File: src/rtl/video_mon_pkg.sv
// Shared types for the AXI4-Stream video monitor: FSM states and err_o bit positions.
package video_mon_pkg;

  typedef enum logic [1:0] {
    IDLE     = 2'd0,
    WAIT_SOF = 2'd1,
    IN_FRAME = 2'd2
  } mon_state_t;

  localparam int unsigned ERR_W         = 4;
  localparam int unsigned ERR_EARLY_SOF = 0;
  localparam int unsigned ERR_TRUNC     = 1;
  localparam int unsigned ERR_OVERFLOW  = 2;
  localparam int unsigned ERR_MISMATCH  = 3;

endpackage

File: src/rtl/video_mon_sat_cnt.sv
// Saturating up-counter; clr together with inc loads 1 so a new frame/line can start on the same beat.
module video_mon_sat_cnt #(
  parameter int unsigned W = 8
) (
  input  logic         clk,
  input  logic         rst_n,
  input  logic         clr,
  input  logic         inc,
  output logic [W-1:0] q,
  output logic         at_max
);

  assign at_max = &q;

  always_ff @(posedge clk or negedge rst_n) begin
    if (!rst_n) begin
      q <= '0;
    end else if (clr) begin
      q <= inc ? W'(1) : '0;
    end else if (inc && !at_max) begin
      q <= q + W'(1);
    end
  end

endmodule

File: src/rtl/video_stream_monitor.sv
// Passive AXI4-Stream video monitor: per-frame beat/line/period statistics and sticky error flags.
// Optional min/max line tracking and line-length mismatch check under `VIDEO_MON_LINE_CHECK_EN.
module video_stream_monitor
  import video_mon_pkg::*;
#(
  parameter int unsigned FCNT_W       = 8,
  parameter int unsigned FLEN_W       = 24,
  parameter int unsigned LINE_W       = 12,
  parameter int unsigned PIX_W        = 12,
  parameter int unsigned PERIOD_W     = 32,
  parameter int unsigned IDLE_TIMEOUT = 1024
) (
  input  logic                ACLK,
  input  logic                ARESETn,
  input  logic                TVALID,
  input  logic                TREADY,
  input  logic                TUSER,
  input  logic                TLAST,
  input  logic                meas_en_i,
  input  logic                err_clr_i,
  output logic [FCNT_W-1:0]   frames_cnt_o,
  output logic [FLEN_W-1:0]   frame_len_o,
  output logic [LINE_W-1:0]   lines_cnt_o,
  output logic [PIX_W-1:0]    pixel_cnt_o,
  output logic [PERIOD_W-1:0] frame_period_o,
  output logic                frame_done_o,
  output logic                timeout_o,
  output logic [ERR_W-1:0]    err_o,
  output logic [PIX_W-1:0]    min_line_o,
  output logic [PIX_W-1:0]    max_line_o
);

  localparam int unsigned TO_W = (IDLE_TIMEOUT > 2) ? $clog2(IDLE_TIMEOUT) : 1;
  localparam logic [TO_W-1:0] TO_LAST = (IDLE_TIMEOUT == 0) ? '0 : TO_W'(IDLE_TIMEOUT - 1);
  localparam bit TO_EN = (IDLE_TIMEOUT != 0);

  mon_state_t state, state_nxt;

  logic beat, sof;
  logic act, open, commit_sof, commit_to, commit, run_beat;
  logic timeout_hit, line_done, mismatch;
  logic [TO_W-1:0]     idle_cnt;
  logic [FLEN_W-1:0]   flen_q;
  logic [LINE_W-1:0]   lines_q;
  logic [PIX_W-1:0]    line_q, line_next, done_len;
  logic [PERIOD_W-1:0] period_q;
  logic flen_max, lines_max, line_max, period_max;
  logic [ERR_W-1:0]    err_set;

  assign beat = TVALID & TREADY;
  assign sof  = beat & TUSER;

  // State register
  always_ff @(posedge ACLK or negedge ARESETn) begin
    if (!ARESETn) state <= IDLE;
    else          state <= state_nxt;
  end

  // Next-state logic; dropping the enable always returns to IDLE
  always_comb begin
    state_nxt = state;
    if (!meas_en_i) begin
      state_nxt = IDLE;
    end else begin
      case (state)
        IDLE:     state_nxt = WAIT_SOF;
        WAIT_SOF: if (sof) state_nxt = IN_FRAME;
        IN_FRAME: if (commit_to) state_nxt = WAIT_SOF;
        default:  state_nxt = IDLE;
      endcase
    end
  end

  // Per-cycle decode; open marks the beat that becomes beat 1 of a new frame
  always_comb begin
    act        = 1'b0;
    open       = 1'b0;
    commit_sof = 1'b0;
    commit_to  = 1'b0;
    run_beat   = 1'b0;
    if (meas_en_i) begin
      case (state)
        WAIT_SOF: open = sof;
        IN_FRAME: begin
          act        = 1'b1;
          open       = sof;
          commit_sof = sof;
          commit_to  = timeout_hit;
          run_beat   = beat & ~TUSER;
        end
        default: ;
      endcase
    end
  end

  assign commit      = commit_sof | commit_to;
  assign timeout_hit = TO_EN && !beat && (flen_q != '0) && (idle_cnt == TO_LAST);
  assign line_done   = (open | run_beat) & TLAST;
  assign line_next   = line_max ? line_q : line_q + PIX_W'(1);
  assign done_len    = open ? PIX_W'(1) : line_next;

  always_ff @(posedge ACLK or negedge ARESETn) begin
    if (!ARESETn)                 idle_cnt <= '0;
    else if (!act || beat)        idle_cnt <= '0;
    else if (idle_cnt != TO_LAST) idle_cnt <= idle_cnt + TO_W'(1);
  end

  video_mon_sat_cnt #(.W(FLEN_W)) u_flen (
    .clk(ACLK), .rst_n(ARESETn),
    .clr(~act | commit_sof), .inc(open | run_beat),
    .q(flen_q), .at_max(flen_max)
  );

  video_mon_sat_cnt #(.W(LINE_W)) u_lines (
    .clk(ACLK), .rst_n(ARESETn),
    .clr(~act | commit_sof), .inc(line_done),
    .q(lines_q), .at_max(lines_max)
  );

  video_mon_sat_cnt #(.W(PIX_W)) u_line_len (
    .clk(ACLK), .rst_n(ARESETn),
    .clr(~act | commit_sof | (run_beat & TLAST)), .inc((open | run_beat) & ~TLAST),
    .q(line_q), .at_max(line_max)
  );

  video_mon_sat_cnt #(.W(PERIOD_W)) u_period (
    .clk(ACLK), .rst_n(ARESETn),
    .clr(~act | commit_sof), .inc(act | open),
    .q(period_q), .at_max(period_max)
  );

  always_comb begin
    err_set                = '0;
    err_set[ERR_EARLY_SOF] = commit_sof & (lines_q == '0);
    err_set[ERR_TRUNC]     = commit & (line_q != '0);
    err_set[ERR_OVERFLOW]  = act & (flen_max | lines_max | line_max | period_max);
    err_set[ERR_MISMATCH]  = mismatch;
  end

  // Committed statistics and sticky errors; a set in the same cycle beats a clear
  always_ff @(posedge ACLK or negedge ARESETn) begin
    if (!ARESETn) begin
      frames_cnt_o   <= '0;
      frame_len_o    <= '0;
      lines_cnt_o    <= '0;
      pixel_cnt_o    <= '0;
      frame_period_o <= '0;
      frame_done_o   <= 1'b0;
      timeout_o      <= 1'b0;
      err_o          <= '0;
    end else begin
      frame_done_o <= commit;
      if (state == IDLE)  frames_cnt_o <= '0;
      else if (commit)    frames_cnt_o <= frames_cnt_o + FCNT_W'(1);
      if (commit) begin
        frame_len_o <= flen_q;
        lines_cnt_o <= lines_q;
        timeout_o   <= commit_to;
      end
      if (commit_sof) frame_period_o <= period_q;
      if (line_done)  pixel_cnt_o    <= done_len;
      err_o <= (err_o & ~{ERR_W{err_clr_i}}) | err_set;
    end
  end

`ifdef VIDEO_MON_LINE_CHECK_EN
  logic [PIX_W-1:0] run_min, run_max, first_len;
  logic             first_line;

  assign first_line = open | (lines_q == '0);
  assign mismatch   = line_done & ~first_line & (done_len != first_len);

  // Running min/max of the open frame, published on commit
  always_ff @(posedge ACLK or negedge ARESETn) begin
    if (!ARESETn) begin
      run_min    <= '0;
      run_max    <= '0;
      first_len  <= '0;
      min_line_o <= '0;
      max_line_o <= '0;
    end else begin
      if (commit) begin
        min_line_o <= run_min;
        max_line_o <= run_max;
      end
      if (line_done && first_line) begin
        run_min   <= done_len;
        run_max   <= done_len;
        first_len <= done_len;
      end else if (line_done) begin
        if (done_len < run_min) run_min <= done_len;
        if (done_len > run_max) run_max <= done_len;
      end else if (!act || open) begin
        run_min   <= '0;
        run_max   <= '0;
        first_len <= '0;
      end
    end
  end
`else
  assign mismatch   = 1'b0;
  assign min_line_o = '0;
  assign max_line_o = '0;
`endif

endmodule

File: config.mk
export PLATFORM = sky130hd
export DESIGN_NAME = video_stream_monitor
export DESIGN_NICKNAME = d
export VERILOG_FILES = /design/src/rtl/video_mon_pkg.sv /design/src/rtl/video_mon_sat_cnt.sv /design/src/rtl/video_stream_monitor.sv
export SDC_FILE = /design/constraint.sdc
export NUM_CORES = 1
export LEC_CHECK = 0
export CORE_MARGIN = 1
export CORE_UTILIZATION = 56
export DETAILED_ROUTE_END_ITERATION = 7
export GPL_TIMING_DRIVEN = 0
export PLACE_DENSITY = 0.85
export REMOVE_ABC_BUFFERS = 1
export SLEW_MARGIN = 15
export SYNTH_ARGS = -nofsm -noshare
export SYNTH_HDL_FRONTEND = slang
export SYNTH_HIERARCHICAL = 1
export SYNTH_SLANG_ARGS = --single-unit
File: constraint.sdc
create_clock -name ACLK -period 3.3 [get_ports ACLK]
set_input_delay 0.66 -clock ACLK [delete_from_list [all_inputs] [get_ports ACLK]]
set_output_delay 0.66 -clock ACLK [all_outputs]
set_load 0.02 [all_outputs]
**Yosys cells after proc, flatten, opt, wreduce, memory -nomap -nowiden**

Cells that the tools add are included.
W data, S select, Z words.

- Add/sub/neg operators: 6
- Bitwise operators: 23
- Eq/ne operators: 6
- Muxes and demuxes: 32
- Reduce and logical (&&, ||, !) cells: 29

Operators by type and width:

| kind | count |
|---|---|
| $mux W12 | 6 |
| $mux W32 | 2 |
| $mux W24 | 2 |
| $add A32 B1 Y32 const B | 1 |
| $reduce_and A32 Y1 | 1 |
| $add A12 B1 Y12 const B | 2 |
| $add A24 B1 Y24 const B | 1 |
| $reduce_and A12 Y1 | 2 |
| $reduce_and A24 Y1 | 1 |
| $reduce_bool A24 Y1 | 1 |
| $mux W10 | 2 |
| $mux W8 | 2 |
| $mux W1 | 14 |
| $logic_not A12 Y1 | 1 |
| $reduce_bool A12 Y1 | 1 |
| $reduce_bool A2 Y1 | 6 |
| $add A10 B1 Y10 const B | 1 |
| $eq A10 B10 Y1 const B | 1 |
| $ne A10 B10 Y1 const B | 1 |
| $and A1 B1 Y1 | 9 |
| $add A8 B1 Y8 const B | 1 |
| $or A1 B1 Y1 | 8 |
| $logic_and A1 B1 Y1 | 6 |
| $logic_not A1 Y1 | 6 |
| other kinds (13) | 18 |

- Register bits: 186
- Input port bits: 8
- Word-level logic and storage cells: 110
- Output and inout bits: 118

**Depth between registers and ports, before layout**

Gate-level depths: netlist (run 1).

- Word-level depth: 9
- Gate-level depth with buffers: 10
- Depth with buffers taken out: 10

**Hierarchy**

Netlist (run 1), hierarchy kept.

By module, submodules not included:

| module | area each (µm²) | instances | seq. area each (µm²) | cells an instance |
|---|---|---|---|---|
| video_stream_monitor | 4957.3 | 1 | 2652.5 | 471 |
| video_mon_sat_cnt (u_period) | 1864.3 | 1 | 800.8 | 196 |
| video_mon_sat_cnt (u_flen) | 1371.3 | 1 | 600.6 | 146 |
| video_mon_sat_cnt (u_line_len ...) | 664.4 | 2 | 300.3 | 71 |

**Worst setup path after synthesis (run 1)**

No wires, ideal clock.

- Path kind: register to register
- Start: register state[0]
- End: register u_line_len.q[5]
- Data required time: 3.222 ns
- Slack: 0.822 ns
- Cell stages (with the launch flop): 9
- Path buffers: 0
- Clock period less this slack: 2.478 ns
- Library setup time: 0.078 ns
- Arrival: 2.399 ns
- Path through: dfrtp_1 -> inv_1 -> ha_1 -> nand2b_1 -> a21oi_1 -> nor2b_1 -> nand4_1 -> or4_1 -> a21oi_1

- Word-level cells in the longest chain between the ends: 8
- Elaborated cells on any way between the ends: 20
- Those cells by class: eq/ne (2); mux (9); bitwise (6); reduce/logical (3)

RTL lines:

| item | RTL line | source |
|---|---|---|
| from (decl) | video_stream_monitor.sv:37 | `mon_state_t state, state_nxt;` |
| from (signal assigned) | video_stream_monitor.sv:56 | `else state <= state_nxt;` |
| $eq A2 B2 Y1 / $eq A2 B1 Y1 (equally long branches) | video_stream_monitor.sv:82 | `case (state)` |
| $reduce_or A2 Y1 (no source line) | - |  |
| $mux W1 | video_stream_monitor.sv:82 |  |
| $mux W1 | video_stream_monitor.sv:81 | `if (meas_en_i) begin` |
| $or A1 B1 Y1 | video_stream_monitor.sv:122 | `.clr(~act \| commit_sof \| (run_beat & TLAST)), .inc((open \| run_beat) & ~TLAST),` |
| $and A1 B1 Y1 | video_stream_monitor.sv:122 |  |
| $logic_and A1 B1 Y1 | video_mon_sat_cnt.sv:20 | `end else if (inc && !at_max) begin` |
| $reduce_bool A2 Y1 (no source line) | - |  |
| to (signal assigned) | video_mon_sat_cnt.sv:19 | `q <= inc ? W'(1) : '0;` |
| to (signal assigned) | video_mon_sat_cnt.sv:21 | `q <= q + W'(1);` |
| to (decl) | video_mon_sat_cnt.sv:9 | `output logic [W-1:0] q,` |

Parallel ways exist; a longest one is shown, timed or not.
A chain may end at the register's enable or synchronous reset.

**Worst setup path in the final report (run 1)**

- Start: input meas_en_i
- End: register u_period.q[20]

- Word-level cells in the longest chain between the ends: 4
- Elaborated cells on any way between the ends: 9
- Those cells by class: mux (4); bitwise (3); reduce/logical (2)

RTL lines:

| item | RTL line | source |
|---|---|---|
| from (decl) | video_stream_monitor.sv:19 | `input logic meas_en_i,` |
| $mux W1 | video_stream_monitor.sv:81 |  |
| $or A1 B1 Y1 / $not A1 Y1 (equally long branches) | video_stream_monitor.sv:128 | `.clr(~act \| commit_sof), .inc(act \| open),` |
| $logic_and A1 B1 Y1 / $or A1 B1 Y1 (equally long branches) | video_mon_sat_cnt.sv:20, video_stream_monitor.sv:128 |  |
| $reduce_bool A2 Y1 (no source line) / $mux W32 (equally long branches) | - |  |
| to (signal assigned) | video_mon_sat_cnt.sv:19 |  |
| to (signal assigned) | video_mon_sat_cnt.sv:21 |  |
| to (decl) | video_mon_sat_cnt.sv:9 |  |

Parallel ways exist; a longest one is shown, timed or not.

==> results.txt, run 1 <==
Pleak: 4.74 nW
FF-to-FF End: u_flen/q[10]$_DFFE_PN0P_
CP Class: in -> reg
Syn avg cell area: 9.97 sq um
Fmax: 0.322 GHz
Design area: 0.0113 sq mm
EDFF count, synth: 0
Layout cells sized above 1: 12.2%
Synth cell types: 74
Drt drc: 0
Synth area leaders: dfrtp_1 49%, nand2_1 6.3%, mux2_4 3.3%
Reg2reg start: state[0]$_DFFE_PN0P_
Worst-case vdd ir drop: 0.000383 V
First-pass GRT wire length: 35400 microns
Final Hold Fails: 0
Starting Density: 57.4%
Largest family of logic cells by synthesized area: simple AND/OR/NAND/NOR gates
Routability cong.: 0.826
Final setup violation count: 0
Fin crit share: 94.1%
Post-route minimum period: 3.10 ns
Average wire per standard cell: 16.9 microns
Routed WL: 21600 microns
PortBufs: 101
Synth Register Bits: 186
Number of vias per cell: 5.97
CP max FO: 13
DR iter-0 viols: 663
HP Class: in -> async
Number of global-route vias before repair: 7058
Antenna Nets Post-Route: 0
Post-Synth Adder-Cell Area: 1.58%
Die Span X: 132 microns
Crit path arrival time: 3.47 ns
Pre-antenna DRT Iters: 5
Placed cell areas: 0.0106 sq mm
Num Clock Sinks: 186
Worst clock skew: 0.00847 ns
Die footprint: 0.0175 sq mm
Mapped Cells: 955
Clock Pin Slew Worst Setup and Hold Paths: 0.07 ns
H-tree Lvls: 4
Synth cell count leaders: 186 x dfrtp_1, 159 x nand2_1, 66 x nor2_1
Run status: finished, final reports clean
Clock buffer count from CTS: 17
Top-count cell post-synth: dfrtp_1
Mapped Area: 0.00952 sq mm
DP HPWL: 13900 microns
DR vias: 7635
Pin count of the biggest net entering global routing: 105
Layout Cells excl Fill: 1279
CTS tree: built
Post-synthesis sequential area ratio: 48.9%
RSZ-0062 raised after global routing: false
Post-synth top flop: dfrtp_1
CTS Hold Bufs: 0
Num rows: 47
I/O pins: 126
Clk buf depth: 2
Core Box Area: 0.0166 sq mm
Gr usage total: 25.1%
XOR/XNOR Fraction of Synth Area: 2.76%
Complex-gate fraction of the synthesized area: 10.5%
Startpoint types: input port
Overflow after GRT: 0
WP data required: 3.66 ns
Simple-gate share of the synthesized area: 23.8%
Clock root cell: clkbuf_16
FF-to-FF path depth: 10
Initial antenna violation count: 0
Final Max Tran Viols: 0
Ys Warns: 6
Setup slack at placement: -1.13 ns
Worst slew margin: 38.2%
Yosys top cell area share: 48.9%
Die height: 132 microns
Layout area overhead: 18.2%
Clk Latency, worst-skew pair: 0.44 ns
Multiplexer area fraction after synthesis: 7.65%
Antenna cells: 0
Max_cap viols: 0
NumNets Final: 1066
Worst-Margin Slew: 0.921 ns
Post-synth ARST share: 100%
Setup crit end kind: register
R2r setup slk: 0.34 ns
Placed Cells: 1243
Area leader, netlist: dfrtp_1
Power per cell area: 421 mW/mm^2
Final Worst Setup Slack: 0.196 ns
==> state kept, by name, indices dropped and copies added, names as in the netlist <==
register / flops
u_flen/q: 24
lines_cnt_o: 12
frame_len_o: 24
frame_done_o: 1
idle_cnt: 10
u_lines/q: 12
frame_period_o: 32
timeout_o: 1
u_line_len/q: 12
state: 2
pixel_cnt_o: 12
err_o: 4
frames_cnt_o: 8
u_period/q: 32
==> how the worst max path moves through the flow <==
| stage | slack [ns] | end | from |
|---|---|---|---|
| 3_5_place_dp | -1.13 | u_lines/q[5]$_DFFE_PN0P_ | meas_en_i |
| 4_1_cts | 0.13 | lines_cnt_o[1]$_DFFE_PN0P_ | meas_en_i |
| 5_1_grt | 0.04 | u_period/q[20]$_DFFE_PN0P_ | meas_en_i |
| 3_3_place_gp | -6.05 | frame_len_o[19]$_DFFE_PN0P_ | ARESETn |
| 6_report | 0.20 | u_period/q[20]$_DFFE_PN0P_ | meas_en_i |
| 2_1_floorplan | 0.10 | u_period/q[8]$_DFFE_PN0P_ | state[0]$_DFFE_PN0P_ |
==> layer usage <==
layer  track usage (%)  share of wire, %  up-vias
met1              33.3                43     3761
met3              4.27               5.2       34
met4              10.9               2.3        0
met2              40.9                50      274
met5                 0                 0        -
li1                  -                 -     3566
==> what timing repair did <==
item / in CTS / in global routing
cloned: 0 / 0
gates resized for setup: 5 / 2
setup buffers: 0 / 4
endpoints found under the setup margin: 36 / 19
==> cell families after synthesis <==
logic type | count (synthesis)
compound gates | 151
mux | 59
flops | 186
simple gates | 436
xor+xnor | 30
buf+inv | 80
fa+ha+maj | 12
other cells | 1
==> worst max-delay path, cell delays in order <==
cell and delay, ns:
clkdlybuf4s50_1 0.64, nand3_1 0.27, o21ai_4 0.36, and4_1 0.33, o211ai_1 0.39, or4_2 0.66
a21oi_1 0.15
==> per-stage QoR <==
step                power (mW)  hold WS [ns]  setup TNS, ns  util, %
CTS                       4.74         0.241              0     67.6
global route              4.88         0.267              0     67.8
finish                    4.73         0.221              0     67.8
detailed placement        2.75         0.463         -40.93     64.0
floorplan                 2.59         0.364              0        -
global placement          2.73         0.458       -1253.04     63.4
==> placed cells by master, fill, tap and decap left out, drive strengths merged, types with 8 or more instances in the layout <==
cell type      netlist  final
nor2b               14     14
a21oi               47     47
o211ai               8      8
nand3               46     46
nor4                27     27
dfrtp              186    186
and3                10     10
nor2                66     66
ha                  12     12
or3                 17     17
mux2i               12     12
mux2                47     47
or4                 20     20
conb                 1     24
and4                 8      8
clkdlybuf4s50        0    100
xnor2               10     10
inv                 21     21
nor3                18     18
buf                 37      8
clkbuf              21     21
o31ai               17     17
nand4               30     30
o21ai               42     42
xor2                20     20
nand2              161    161
==> final cells by class <==
type,count,area [sq um]
fill,1259,5330
sequential,186,4650
multi-input combinational,712,4550
timing repair buffer,108,1120
clock buffer,21,480
tap,220,275
clock inverter,11,95.1
inverter,21,78.8
==> where the power goes <==
part	internal (mW)	switching (mW)	leakage, nW
clock	1.12	0.889	0.281
combinational	0.120	0.272	1.87
sequential	2.31	0.0298	2.59
total	3.54	1.19	4.74
Power figures use the tool's default switching activity.
==> run 2, diff against run 1 <==
--- a/config.mk
+++ b/config.mk
@@ -6,10 +6,10 @@
 export NUM_CORES = 1
 export LEC_CHECK = 0
 export CORE_MARGIN = 1
-export CORE_UTILIZATION = 56
+export CORE_UTILIZATION = 55
 export DETAILED_ROUTE_END_ITERATION = 7
 export GPL_TIMING_DRIVEN = 0
-export PLACE_DENSITY = 0.85
+export PLACE_DENSITY = 0.84
 export REMOVE_ABC_BUFFERS = 1
 export SLEW_MARGIN = 15
 export SYNTH_ARGS = -nofsm -noshare
==> results.txt, run 2 (synthesis gave the netlist of run 1 again) <==
Die height: 134 microns (was 132 microns)
Clock buffer count from CTS: 17 (unchanged)
Crit path arrival time: 3.48 ns (was 3.47 ns)
DR iter-0 viols: 560 (was 663)
R2r setup slk: 0.29 ns (was 0.34 ns)
FF-to-FF path depth: 10 (unchanged)
Seq. cell area: 0.00465 sq mm (unchanged)
Area of the multi-input gates: 0.00455 sq mm (unchanged)
Post-route minimum period: 3.12 ns (was 3.10 ns)
Top flop regs: frame_period_o: 32 flops, u_period/q: 32 flops (unchanged)
CTS Hold Bufs: 0 (unchanged)
Layout cells sized above 1: 12.0% (was 12.2%)
Routed WL: 21200 microns (was 21600 microns)
Commonest cells after routing, fill and taps aside: 186 x dfrtp_1, 158 x nand2_1, 100 x clkdlybuf4s50_1 (unchanged)
Starting Density: 56.8% (was 57.4%)
Power per cell area: 422 mW/mm^2 (was 421 mW/mm^2)
H-tree Lvls: 4 (unchanged)
Clk buf depth: 2 (unchanged)
Clock Pin Slew Worst Setup and Hold Paths: 0.07 ns (about the same)
Worst-case vdd ir drop: 0.000371 V (was 0.000383 V)
Num rows: 47 (unchanged)
Pleak: 4.74 nW (about the same)
Layout area overhead: 18.3% (was 18.2%)
Final setup violation count: 0 (unchanged)
RSZ-0062 raised after global routing: false (unchanged)
Gr usage total: 24.8% (was 25.1%)
Drt drc: 0 (unchanged)
WP data required: 3.65 ns (was 3.66 ns)
Final Max Tran Viols: 0 (unchanged)
Fmax: 0.320 GHz (was 0.322 GHz)
Num Clock Sinks: 186 (unchanged)
Run status: finished, final reports clean (unchanged)
NumNets Final: 1065 (was 1066)
Average wire per standard cell: 16.6 microns (was 16.9 microns)
Tot Pwr: 4.76 mW (was 4.73 mW)
Core Box Area: 0.0168 sq mm (was 0.0166 sq mm)
DR vias: 7641 (was 7635)
Pre-antenna DRT Iters: 5 (unchanged)
CP Class: in -> reg (unchanged)
CTS tree: built (unchanged)
Worst path slowest cell: or4_2 (unchanged)
Final Worst Setup Slack: 0.176 ns (was 0.196 ns)
Setup crit end kind: register (unchanged)
Worst slew margin: 34.6% (was 38.2%)
CP Buf/Inv Count: 1 (unchanged)
Reg2reg start: state[0]$_DFFE_PN0P_ (unchanged)
FF-to-FF End: u_flen/q[10]$_DFFE_PN0P_ (unchanged)
CP top delay family: simple AND/OR/NAND/NOR gates (unchanged)
Die Span X: 134 microns (was 132 microns)
Setup slack at placement: -1.18 ns (was -1.13 ns)
PortBufs: 101 (unchanged)
Antenna Nets Post-Route: 0 (unchanged)
Design area: 0.0113 sq mm (about the same)
Final Hold Fails: 0 (unchanged)
Overflow after GRT: 0 (unchanged)
Max incr delay on CP: 0.68 ns (was 0.66 ns)
DP HPWL: 14100 microns (was 13900 microns)
CP max FO: 13 (unchanged)
Max_cap viols: 0 (unchanged)
Worst-Margin Slew: 0.976 ns (was 0.921 ns)
Fin crit share: 94.7% (was 94.1%)
Startpoint types: input port (unchanged)
Clk Latency, worst-skew pair: 0.43 ns (was 0.44 ns)
I/O pins: 126 (unchanged)
Placed cell areas: 0.0106 sq mm (about the same)
Worst clock skew: 0.00992 ns (was 0.00847 ns)
Clock root cell: clkbuf_16 (unchanged)
Number of global-route vias before repair: 7269 (was 7058)
HP Class: in -> async (unchanged)
Commonest non-fill, non-tap cell in the layout: dfrtp_1 (unchanged)
Antenna cells: 0 (unchanged)
First-pass GRT wire length: 35600 microns (was 35400 microns)
Pin count of the biggest net entering global routing: 98 (was 105)
Die footprint: 0.0178 sq mm (was 0.0175 sq mm)
Crit path cell chain: clkdlybuf4s50_1, nand3_1, o21ai_4, and4_1, o211ai_1, or4_2, a21oi_1 (unchanged)
Routability cong.: 0.862 (was 0.826)
Initial antenna violation count: 0 (unchanged)
Number of vias per cell: 5.98 (was 5.97)
Fill cell count: 1286 (was 1259)
[run 2: layout make-up]
type                            instances  share of cell area [%]
Clock buffer                           19                    3.93
Clock inverter                         13                    1.26
Inverter                               21                   0.700
Multi-Input combinational cell        712                    40.4
Sequential cell                       186                    41.3
Tap cell                              220                    2.44
Timing Repair Buffer                  107                    9.96
[run 2: worst register-to-register path, stage by stage, from the launching register on]
cell,delay (ns)
dfrtp_1,0.40
inv_1,0.14
ha_1,0.36
nand2b_1,0.15
a21oi_4,0.23
buf_4,0.19
inv_1,0.06
nor3_1,0.59
o21ai_1,0.28
or4_1,0.47
nand2_1,0.08
[run 2: per-stage QoR]
stage	hold slack [ns]	setup TNS, ns	cells	util, %
after floorplan	0.364	0	919	-
after global placement	0.458	-1257.06	1240	62.7
after detailed placement	0.462	-45.13	1243	63.4
after CTS	0.275	0	1275	67.0
after global routing	0.293	0	1278	67.2
final	0.233	0	1278	67.2
[run 2: layer usage]
layer  track usage, %  vias to the layer above  share of wire, %  wire length (microns)
met5                0                        -                 0                      0
met4             8.59                        0               1.9                    410
met3             5.40                       31               6.0                   1270
met2             40.7                      258                49                  10400
met1             32.5                     3764                43                   9090
li1                 -                     3588                 -                      -
[run 2: worst max path at each step]
stage | startpoint | end | slack (ns) | cells after the start
2_1_floorplan | state[0]$_DFFE_PN0P_ | u_period/q[8]$_DFFE_PN0P_ | 0.10 | 5
3_3_place_gp | ARESETn | frame_len_o[18]$_DFFE_PN0P_ | -6.08 | 1
3_5_place_dp | meas_en_i | u_lines/q[9]$_DFFE_PN0P_ | -1.18 | 8
4_1_cts | meas_en_i | u_lines/q[9]$_DFFE_PN0P_ | 0.09 | 8
5_1_grt | meas_en_i | u_period/q[20]$_DFFE_PN0P_ | 0.03 | 7
6_report | meas_en_i | u_period/q[20]$_DFFE_PN0P_ | 0.18 | 7
[run 2: what timing repair did]
item | 4_1_cts | 5_1_grt
setup buffers | 0 | 3
gates resized for setup | 5 | 2
endpoints found under the setup margin | 37 | 27
[run 2: power breakdown]
group / internal, mW / switching (mW) / total [mW]
clock network: 1.14 / 0.888 / 2.03
logic: 0.121 / 0.273 / 0.394
registers: 2.31 / 0.0270 / 2.33
total: 3.57 / 1.19 / 4.76
==> run 3, diff against run 2 <==
--- a/config.mk
+++ b/config.mk
@@ -6,10 +6,10 @@
 export NUM_CORES = 1
 export LEC_CHECK = 0
 export CORE_MARGIN = 1
-export CORE_UTILIZATION = 55
+export CORE_UTILIZATION = 40
 export DETAILED_ROUTE_END_ITERATION = 7
 export GPL_TIMING_DRIVEN = 0
-export PLACE_DENSITY = 0.84
+export PLACE_DENSITY = 0.67
 export REMOVE_ABC_BUFFERS = 1
 export SLEW_MARGIN = 15
 export SYNTH_ARGS = -nofsm -noshare
==> constraint.sdc (replaced) <==
create_clock -name ACLK -period 2.7 [get_ports ACLK]
set_input_delay 0.54 -clock ACLK [delete_from_list [all_inputs] [get_ports ACLK]]
set_output_delay 0.54 -clock ACLK [all_outputs]
set_load 0.02 [all_outputs]
==> results.txt, run 3 (synthesis gave the netlist of run 1 again) <==
Antenna Nets Post-Route: 0 (unchanged)
Worst clock skew: 0.0109 ns (was 0.00992 ns)
CP max FO: 7 (was 13)
Num rows: 56 (was 47)
Number of vias per cell: 5.35 (was 5.98)
R2r setup slk: 0.17 ns (was 0.29 ns)
Die height: 156 microns (was 134 microns)
Setup crit end kind: register (unchanged)
Clock buffer count from CTS: 17 (unchanged)
Worst path slowest cell: clkdlybuf4s50_1 (was or4_2)
Final Hold Fails: 0 (unchanged)
Core Box Area: 0.0234 sq mm (was 0.0168 sq mm)
RSZ-0062 raised after global routing: false (unchanged)
CTS tree: built (unchanged)
NumNets Final: 1082 (was 1065)
Pre-antenna DRT Iters: 5 (unchanged)
Starting Density: 40.7% (was 56.8%)
Top flop regs: frame_period_o: 32 flops, u_period/q: 32 flops (unchanged)
Number of global-route vias before repair: 6956 (was 7269)
I/O pins: 126 (unchanged)
Clock root cell: clkbuf_16 (unchanged)
CTS Hold Bufs: 0 (unchanged)
Max incr delay on CP: 0.64 ns (was 0.68 ns)
H-tree Lvls: 4 (unchanged)
Clock Pin Slew Worst Setup and Hold Paths: 0.07 ns (about the same)
Routed WL: 21200 microns (about the same)
Num Clock Sinks: 186 (unchanged)
Commonest non-fill, non-tap cell in the layout: dfrtp_1 (unchanged)
Run status: finished, final reports clean (unchanged)
Die Span X: 156 microns (was 134 microns)
Pin count of the biggest net entering global routing: 96 (was 98)
Overflow after GRT: 0 (unchanged)
Commonest cells after routing, fill and taps aside: 186 x dfrtp_1, 158 x nand2_1, 100 x clkdlybuf4s50_1 (unchanged)
Startpoint types: input port (unchanged)
Hold_ws: 0.100 ns (was 0.233 ns)
WP data required: 3.04 ns (was 3.65 ns)
Max_cap viols: 0 (unchanged)
Die footprint: 0.0244 sq mm (was 0.0178 sq mm)
Core Util, Final: 49.4% (was 67.2%)
Final setup violation count: 0 (unchanged)
Worst-case vdd ir drop: 0.000392 V (was 0.000371 V)
CP Buf/Inv Count: 2 (was 1)
Clk buf depth: 2 (unchanged)
Pleak: 4.82 nW (was 4.74 nW)
Worst-Margin Slew: 0.738 ns (was 0.976 ns)
Layout cells sized above 1: 14.0% (was 12.0%)
HP Class: in -> async (unchanged)
Fmax: 0.389 GHz
Worst slew margin: 50.8% (was 34.6%)
DR vias: 7451 (was 7641)
Layout Cells excl Fill: 1394 (was 1278)
CP top delay family: simple AND/OR/NAND/NOR gates (unchanged)
Layout area overhead: 21.5% (was 18.3%)
Placed Cells: 1342 (was 1243)
Final Max Tran Viols: 0 (unchanged)
Power per cell area: 508 mW/mm^2 (was 422 mW/mm^2)
First-pass GRT wire length: 34800 microns (was 35600 microns)
Post-route minimum period: 2.57 ns
Crit path cell chain: clkdlybuf4s50_1, nand3_2, o21ai_4, and4_1, o211ai_1, buf_4, or3_2, a21oi_1 (was clkdlybuf4s50_1, nand3_1, o21ai_4, and4_1, o211ai_1, or4_2, a21oi_1)
DR iter-0 viols: 469 (was 560)
Fill cell count: 2196 (was 1286)
Crit path arrival time: 2.90 ns (was 3.48 ns)
PortBufs: 101 (unchanged)
Routability cong.: 0.795 (was 0.862)
CP Class: in -> reg (unchanged)
Placed cell areas: 0.0107 sq mm (was 0.0106 sq mm)
DP HPWL: 14100 microns (about the same)
Initial antenna violation count: 1 (was 0)
Clk Latency, worst-skew pair: 0.43 ns (about the same)
Average wire per standard cell: 15.2 microns (was 16.6 microns)
Tot Pwr: 5.87 mW (was 4.76 mW)
Design area: 0.0116 sq mm (was 0.0113 sq mm)
Drt drc: 0 (unchanged)
Gr usage total: 17.8% (was 24.8%)
Fin crit share: 95.1%
[run 3: final timing paths]
kind	endpoint	startpoint	cells past startpoint
setup / recovery	u_period/q[18]$_DFFE_PN0P_	meas_en_i	8
hold / removal	frame_period_o[10]$_DFFE_PN0P_	ARESETn	1
setup reg to reg	u_period/q[18]$_DFFE_PN0P_	state[0]$_DFFE_PN0P_	9
hold reg to reg	frame_period_o[31]$_DFFE_PN0P_	frame_period_o[31]$_DFFE_PN0P_	2
max in group asynchronous	u_flen/q[13]$_DFFE_PN0P_	ARESETn	2
min in group ACLK	frame_period_o[31]$_DFFE_PN0P_	frame_period_o[31]$_DFFE_PN0P_	2
[run 3: final cells by class]
type	count	area [sq um]	area share [%]
multi-input combinational	712	4590	39.7
timing repair buffer	124	1250	10.8
tap	319	399	3.45
clock inverter	10	133	1.15
antenna	1	2.50	0.0216
clock buffer	21	460	3.98
inverter	21	82.6	0.714
sequential	186	4650	40.2
[run 3: through the flow]
stage	setup WS [ns]	setup TNS, ns
floorplan	-0.498	-16.90
global placement	-6.88	-1500.09
detailed placement	-1.64	-98.89
CTS	-0.00168	-0.00168
global route	0.0288	0
finish	0.132	0
[run 3: per-layer routing]
metal,up-vias,GRT usage [%],part of all wire [%]
met2,148,28.8,48
met1,3676,23.7,46
met4,0,5.14,1.5
met5,-,0,0
li1,3608,-,-
met3,19,4.29,4.6
[run 3: where the power goes]
part	internal, mW	switching, mW
combinational	0.156	0.332
sequential	2.82	0.0336
clock	1.43	1.10
[run 3: timing repair]
item / in CTS / in global routing
pin swaps: 6 / 3
gates resized for setup: 13 / 5
setup buffers: 10 / 10
endpoints found under the setup margin: 118 / 61
hold endpoints to repair: 0 / 0
